**config.mk**
```make
export PLATFORM = sky130hd
export DESIGN_NAME = activation_pipe
export DESIGN_NICKNAME = d
export VERILOG_FILES = /design/src/rtl/activation_pipe.sv
export SDC_FILE = /design/constraint.sdc
export NUM_CORES = 1
export LEC_CHECK = 0
export ABC_AREA = 1
export CORE_ASPECT_RATIO = 1.5
export CORE_MARGIN = 3
export CORE_UTILIZATION = 55
export DETAILED_ROUTE_END_ITERATION = 10
export PLACE_DENSITY = 0.8
export SKIP_LAST_GASP = 1
export SYNTH_ARGS = -nofsm -noshare
export SYNTH_HDL_FRONTEND = slang
export SYNTH_SLANG_ARGS = --single-unit
```
**constraint.sdc**
```tcl
create_clock -name clk -period 5.1 [get_ports clk]
set_clock_uncertainty 0.1 [all_clocks]
set_input_delay 0.765 -clock clk [delete_from_list [all_inputs] [get_ports clk]]
set_output_delay 0.765 -clock clk [all_outputs]
set_load 0.01 [all_outputs]
```
**src/rtl/activation_pipe.sv**
```systemverilog
// activation_pipe: NCH-lane, 2-stage valid/ready activation unit (sigmoid, tanh, ReLU, identity)
module activation_pipe #(
    parameter int N        = 2,
    parameter int QM       = 6,
    parameter int QN       = 10,
    parameter int NCH      = 4,
    parameter int LUT_BITS = 8,
    parameter int LUT_QN   = 5,
    parameter int OUT_W    = 8
) (
    input  logic                    clk,
    input  logic                    rst,
    input  logic                    in_valid,
    output logic                    in_ready,
    input  logic [1:0]              in_mode,
    input  logic [NCH*(QM+QN+N)-1:0] in_data,
    output logic                    out_valid,
    input  logic                    out_ready,
    output logic [1:0]              out_mode,
    output logic [NCH*OUT_W-1:0]    out_data
);
    localparam int IW = QM + QN + N;
    localparam int SH = QN - LUT_QN;
    localparam int H  = 1 << (LUT_BITS - 1);
    localparam logic signed [IW-1:0] HP = IW'(H);
    localparam logic signed [IW-1:0] HN = IW'(-H);
    localparam logic signed [IW-1:0] OP = IW'((1 << (OUT_W - 1)) - 1);
    localparam logic signed [IW-1:0] ON = IW'(-(1 << (OUT_W - 1)));
    localparam logic [LUT_BITS:0] IB = (LUT_BITS + 1)'(H);

    // Elaboration-time table value, rounded to nearest with ties away from zero
    function automatic int act_val(input int x, input bit t);
        real s, r, v;
        s = real'(1 << LUT_QN);
        r = real'(x) / s;
        v = t ? s * $tanh(r) : s / (1.0 + $exp(-r));
        return v < 0.0 ? -$rtoi(0.5 - v) : $rtoi(v + 0.5);
    endfunction

    logic signed [OUT_W-1:0] sig_lut [2*H+1];
    logic signed [OUT_W-1:0] tanh_lut [2*H+1];
    logic                    s1_valid;
    logic [1:0]              s1_mode;
    logic [LUT_BITS:0]       s1_idx [NCH];
    logic signed [OUT_W-1:0] s1_sat [NCH];
    logic [LUT_BITS:0]       idx [NCH];
    logic signed [OUT_W-1:0] sat [NCH];
    logic signed [OUT_W-1:0] res [NCH];
    logic                    s1_adv, s2_adv;

    genvar i, k;
    for (i = 0; i < 2*H+1; i++) begin : g_lut
        assign sig_lut[i]  = OUT_W'(act_val(i - H, 1'b0));
        assign tanh_lut[i] = OUT_W'(act_val(i - H, 1'b1));
    end

    for (k = 0; k < NCH; k++) begin : g_lane
        logic signed [IW-1:0] x, xq;
        assign x  = in_data[k*IW +: IW];
        assign xq = x >>> SH;
        // Clamped value is stored as a table index offset by H
        assign idx[k] = (LUT_BITS + 1)'(xq > HP ? HP : xq < HN ? HN : xq) + IB;
        assign sat[k] = OUT_W'(xq > OP ? OP : xq < ON ? ON : xq);
        assign res[k] = s1_mode == 2'd0 ? sig_lut[s1_idx[k]] :
                        s1_mode == 2'd1 ? tanh_lut[s1_idx[k]] :
                        (s1_mode == 2'd2 && s1_sat[k][OUT_W-1]) ? '0 : s1_sat[k];
    end

    assign s2_adv   = !out_valid || out_ready;
    assign s1_adv   = !s1_valid || s2_adv;
    assign in_ready = s1_adv && !rst;

    always_ff @(posedge clk) begin
        if (rst) begin
            s1_valid  <= 1'b0;
            s1_mode   <= '0;
            out_valid <= 1'b0;
            out_mode  <= '0;
            out_data  <= '0;
            for (int j = 0; j < NCH; j++) begin
                s1_idx[j] <= '0;
                s1_sat[j] <= '0;
            end
        end else begin
            if (s1_adv) begin
                s1_valid <= in_valid;
                s1_mode  <= in_mode;
                for (int j = 0; j < NCH; j++) begin
                    s1_idx[j] <= idx[j];
                    s1_sat[j] <= sat[j];
                end
            end
            if (s2_adv) begin
                out_valid <= s1_valid;
                out_mode  <= s1_mode;
                for (int j = 0; j < NCH; j++)
                    out_data[j*OUT_W +: OUT_W] <= res[j];
            end
        end
    end
endmodule

```
==> flow_metrics.tcl, run 1 <==
set metrics [dict create \
    fillCellCount 1606 \
    edff_count_synth 68 \
    synth_cell_types 47 \
    numClockSinks 106 \
    min_period_ps 3780 \
    totalPowerFinal_w 0.00221 \
    first_global_vias 9587 \
    postCtsSetupRepairBufs 0 \
    h_tree_lvls 3 \
    total_via_count_after_detailed_routing 10128 \
    fp.dieArea_sq_um 18800 \
    avgViaCountPerCell 5.99 \
    crit_chain "clkdlybuf4s50_1, nor2_4, inv_2, nor2_1, inv_1, nand2_1, inv_2, clkdlybuf4s50_1" \
    critPathSlowestCell "clkdlybuf4s50_1" \
    crit_family "buffers and inverters" \
    synth_fa_ha_area_share_pct 7.42 \
    postLayoutSetupSlackWorst_ps 1320 \
    max-clock-path-buffers 2 \
    grt_start_max_net_pins 38 \
    post_synth_main_area_contributors "edfxtp_1 22%, nand2_1 16%, dfxtp_1 8.1%" \
    syn_nets 1563 \
    netlist_instances 1429 \
    timing.setup.critical_path_class "in2out" \
    run_status "complete, no violations" \
    post_synth_mux_area_share_pct 0 \
    row_count 58 \
    cts_buffers 9 \
    setup_viol 0 \
    fin_crit_sh_pct 74.1 \
    synth-compound-area-share_pct 18.4 \
    timing.critical_path.to_type "output port" \
    finish.net_count 1610 \
    most-common-layout-cells "405 x nand2_1, 146 x nor2_1, 132 x nand3_1" \
    ir_drop_v 0.000173 \
    cap_violations 0 \
    detail_route.wirelength_um 28000 \
    stdcell_count 1692 \
    ant_nets 0 \
    die_width_um 113 \
    leading_register_cell_type_out_of_synthesis "edfxtp_1" \
    slew_violations 0 \
    mostFrequentLayoutCell "nand2_1" \
    post_synth_and_or_nand_nor_area_fraction_pct 34.7 \
    tritoncts_clock_tree "built" \
    detail_route.drc_violations 0 \
    critPathBufInv 5 \
    share_of_cells_above_drive_strength_1_pct 4.86 \
    mappedNetlistArea_sq_um 9450 \
    core_area_sq_um 16800 \
    avgSynthCellArea_sq_um 6.61 \
    timing_worst_slew_pin_value_ps 871 \
    dp_slack_ps 1370 \
    async_flop_share_pct 0 \
    setup-tns-final_ps 0 \
    ioPinCount 114 \
    synth-seq-area-share_pct 29.7 \
    die_h_um 167 \
    gp_congestion 0.992 \
    drt_iter0_drc 894 \
    dp.final_hpwl_um 21000 \
    power.density_nw_per_um2 209 \
    synth_largest_area_cell "edfxtp_1" \
    leakagePower_nw 4.53 \
    routed_wire_length_per_instance_um 16.6 \
    synth-xor-area-share_pct 0.185 \
    crit_path_start_kind "input pin" \
    clock-root-buffer "clkbuf_16" \
    dp_cells 1675 \
    grt_setup_unrepaired "false" \
    max_stage_delay_ps 600 \
    initial_core_util_pct 56.1 \
    insertion_delay_ps 360 \
    critical_path.max_fanout 35 \
    cts.repair.resized 0 \
    area_delta_synth_final_pct 12.2 \
    hp-class "reg2reg" \
    worstPathRequired_ps 4240 \
    synth_top_area_share_pct 21.6 \
    drt_pass1_iterations 8 \
    max_clock_freq_ghz 0.265 \
    global_routing_usage_summed_across_all_routing_layers_pct 29.5 \
    antenna_found_initial 1 \
    synth_top_family_by_area "simple AND/OR/NAND/NOR gates" \
    synth_seq_cells 106 \
    global_route_wire_length_before_repair_um 46300 \
    holdBufCountCts 0 \
    timing.critical_path.arrival_ps 2910 \
    grt_remaining_overflow 0 \
    timing.slew.headroom_pct 41.9 \
    cts.reportedPaths.clkPinSlew_ps 80 \
    ys.warnings.count 0 \
    hold_violations 0 \
    buffer_ports.inserted 93 \
]
[area by class of cell]
cell class	instances	area [sq um]	share of cell area [%]
diodes	1	2.50	0.0236
clock buffers	10	250	2.36
clock inverters	6	51.3	0.484
inverters	136	515	4.86
multi-input cells	1124	5740	54.1
flip-flops and latches	106	2800	26.4
well taps	210	263	2.48
repair buffers	99	976	9.21
[metrics by stage]
| stage | hold WS (ps) | utilization (%) | area [sq um] |
|---|---|---|---|
| 6_report | 383 | 63.0 | 10600 |
| 5_1_grt | 414 | 63.0 | 10600 |
| 4_1_cts | 387 | 63.0 | 10600 |
| 3_5_place_dp | 375 | 61.2 | 10300 |
| 3_3_place_gp | 368 | 61.2 | 10300 |
| 2_1_floorplan | 336 | - | 9450 |
[tightest hold or removal path: cells and delay by family (launching register included)]
| family | cells | cell delay, ps |
|---|---|---|
| flip-flops | 1 | 320 |
| AND/OR/NAND/NOR | 1 | 60 |
| AO/OA/AOI/OAI | 1 | 60 |
[power by group]
group / leakage [nW] / switching, W / internal, W
Clock: 0.151 / 0.000331 / 0.000370
Combinational: 3.26 / 0.000290 / 0.000194
Sequential: 1.11 / 0.0000644 / 0.000964
Total: 4.53 / 0.000685 / 0.00153
[synth_stat cells, types with 19 or more instances]
cell type / count
a21oi_1: 110
ha_1: 56
nand3_1: 132
nand4_1: 23
buf_4: 19
nor3_1: 24
nand2_1: 406
nor2_1: 146
dfxtp_1: 38
buf_2: 23
o21ai_1: 21
inv_1: 119
o211ai_1: 31
edfxtp_1: 68
o21ai_0: 80
[final timing paths]
| path | startpoint | to | slack (ps) | depth (start not counted) |
|---|---|---|---|---|
| worst min-delay path | out_data[21] | out_data[21] | 380 | 2 |
| worst max-delay path | out_ready | in_ready | 1320 | 8 |
| worst max register to register | s1_idx[3][2] | out_data[25] | 2560 | 12 |
| worst min register to register | out_data[21] | out_data[21] | 380 | 2 |
[flip-flops by register name, indices dropped and copies added, names as in the netlist]
register,count
s1_valid,1
out_data,32
out_mode,2
s1_sat,32
s1_idx,36
out_valid,1
s1_mode,2
[kinds of logic after synthesis]
family,count (synthesis)
AO/OA/AOI/OAI,301
buffers and inverters,199
adder cells (fa/ha/maj),56
XOR/XNOR,2
flip-flops,106
AND/OR/NAND/NOR,765
[layer usage]
| metal | vias to the layer above | track usage, % | wire [um] |
|---|---|---|---|
| met4 | 0 | 15.6 | 1440 |
| met1 | 4622 | 37.0 | 11200 |
| met2 | 459 | 50.1 | 13800 |
| li1 | 4934 | - | - |
| met5 | - | 0 | 0 |
| met3 | 113 | 2.40 | 1580 |
Note: power is estimated with default switching activity, not from simulation.
==> run 2, diff against run 1 <==
Settings changed: CORE_UTILIZATION 55 to 52, PLACE_DENSITY 0.8 to 0.79.
Clock period 5.1 ns to 3.35 ns, I/O delays scaled along.
==> run 2 against run 1 <==
Net effect: sequential power rose by 51%; hold slack worse by 15 ps; combinational power increased by 55%; non-clock buffer count increased by 5; total power increased by 55%; setup slack got worse by 750 ps; clock power grew 60%; largest cell class unchanged; largest power group unchanged.
==> flow_metrics.tcl, run 2 (synthesized netlist as in run 1, its figures left out) <==
set metrics [dict create \
    run_status "complete, no violations" \
    stdcell_count 1699 \
    max_reg_flops 36 \
    insertion_delay_ps 350 \
    ant_nets 0 \
    max_clock_freq_ghz 0.360 \
    avgViaCountPerCell 5.92 \
    crit_path_start_kind "input pin" \
    tritoncts_clock_tree "built" \
    routed_wire_length_per_instance_um 17.0 \
    finish.net_count 1615 \
    holdBufCountCts 0 \
    drt_pass1_iterations 7 \
    share_of_cells_above_drive_strength_1_pct 5.18 \
    die_h_um 171 \
    fin_crit_sh_pct 83.0 \
    timing.slew.headroom_pct 44.5 \
    grt_setup_unrepaired "false" \
    mostFrequentLayoutCell "nand2_1" \
    leakagePower_nw 4.57 \
    clock-root-buffer "clkbuf_16" \
    fp.dieArea_sq_um 19900 \
    timing.setup.critical_path_class "in2out" \
    first_global_vias 9486 \
    min_period_ps 2780 \
    detail_route.wirelength_um 28900 \
    ioPinCount 114 \
    most-common-layout-cells "405 x nand2_1, 146 x nor2_1, 132 x nand3_1" \
    drt_iter0_drc 966 \
    numClockSinks 106 \
    hp-class "reg2reg" \
    ir_drop_v 0.000252 \
    cap_violations 0 \
    die_width_um 116 \
    global_routing_usage_summed_across_all_routing_layers_pct 29.4 \
    power.density_nw_per_um2 322 \
    row_count 59 \
    setup-tns-final_ps 0 \
    fin_util_pct 60.8 \
    crit_family "buffers and inverters" \
    crit_chain "clkdlybuf4s50_1, nor2_4, inv_2, nor2_1, inv_1, nand2_1, inv_2, clkdlybuf4s50_1" \
    antenna_found_initial 0 \
    regMostFlops "s1_idx" \
    total_via_count_after_detailed_routing 10062 \
    slew_violations 0 \
    ant_cells 0 \
    cts.reportedPaths.clkPinSlew_ps 70 \
    max_stage_delay_ps 600 \
    postCtsSetupRepairBufs 0 \
    hold_violations 0 \
    grt_remaining_overflow 0 \
    dp.final_hpwl_um 21700 \
    gp_congestion 0.984 \
    worstPathRequired_ps 2750 \
    global_route_wire_length_before_repair_um 46800 \
    dp_cells 1683 \
    cts_buffers 9 \
    setup_viol 0 \
    area_delta_synth_final_pct 13.0 \
    critPathBufInv 5 \
    h_tree_lvls 3 \
    initial_core_util_pct 53.8 \
    detail_route.drc_violations 0 \
    max-clock-path-buffers 2 \
    critical_path.max_fanout 10 \
    core_area_sq_um 17600 \
    critPathSlowestCell "clkdlybuf4s50_1" \
    layout_top_registers "s1_idx (36), out_data (32), s1_sat (32)" \
    grt_start_max_net_pins 71 \
    timing.critical_path.to_type "output port" \
    timing_worst_slew_pin_value_ps 833 \
    timing.critical_path.arrival_ps 2180 \
    cts.repair.resized 0 \
    buffer_ports.inserted 93 \
]
## run 2: layout make-up
| class | instances | area [sq um] |
|---|---|---|
| clock buffer | 13 | 303 |
| clock inverter | 3 | 22.5 |
| fill | 1684 | 6890 |
| inverter | 136 | 515 |
| multi-input combinational | 1124 | 5740 |
| sequential | 106 | 2800 |
| tap | 213 | 267 |
| timing repair buffer | 104 | 1030 |
## run 2: per-layer routing
metal  GRT usage (%)  vias to the layer above  wire length, um
met4            15.0                        0             1340
met5               0                        -                0
met2            49.3                      474            14300
met3            3.54                       99             1900
li1                -                     4947                -
met1            37.1                     4542            11300
## run 2: final timing paths
path                 from     endpoint  slack (ps)  cells past startpoint
max             out_ready     in_ready         570                      8
min              s1_valid    out_valid         370                      2
min reg2reg      s1_valid    out_valid         370                      2
max reg2reg  s1_idx[1][1]  out_data[8]         890                     14
## run 2: through the flow
stage	hold WS, ps	setup slack (ps)	instance area, sq um	total power, W
after floorplan	336	460	9450	0.00203
after global placement	345	590	10400	0.00233
after detailed placement	356	591	10400	0.00233
after CTS	369	576	10700	0.00343
after global routing	391	493	10700	0.00359
final	367	569	10700	0.00343
## run 2: worst reg2reg max path: stages (launching register included)
cell	delay [ps]
edfxtp_1	610
inv_1	280
ha_1	290
inv_1	120
nand2_1	100
nand2_2	150
nand3_1	80
nand3_1	90
nand3_1	110
nand2_1	130
nand2_1	60
nand2_1	60
nand2_1	60
nand2_1	60
a21oi_1	50
## run 2: power breakdown
group	switching (W)	leakage [nW]	internal (W)	total, W
logic	0.000453	3.30	0.000299	0.000752
clock network	0.000484	0.159	0.000639	0.00112
registers	0.0000913	1.11	0.00147	0.00156
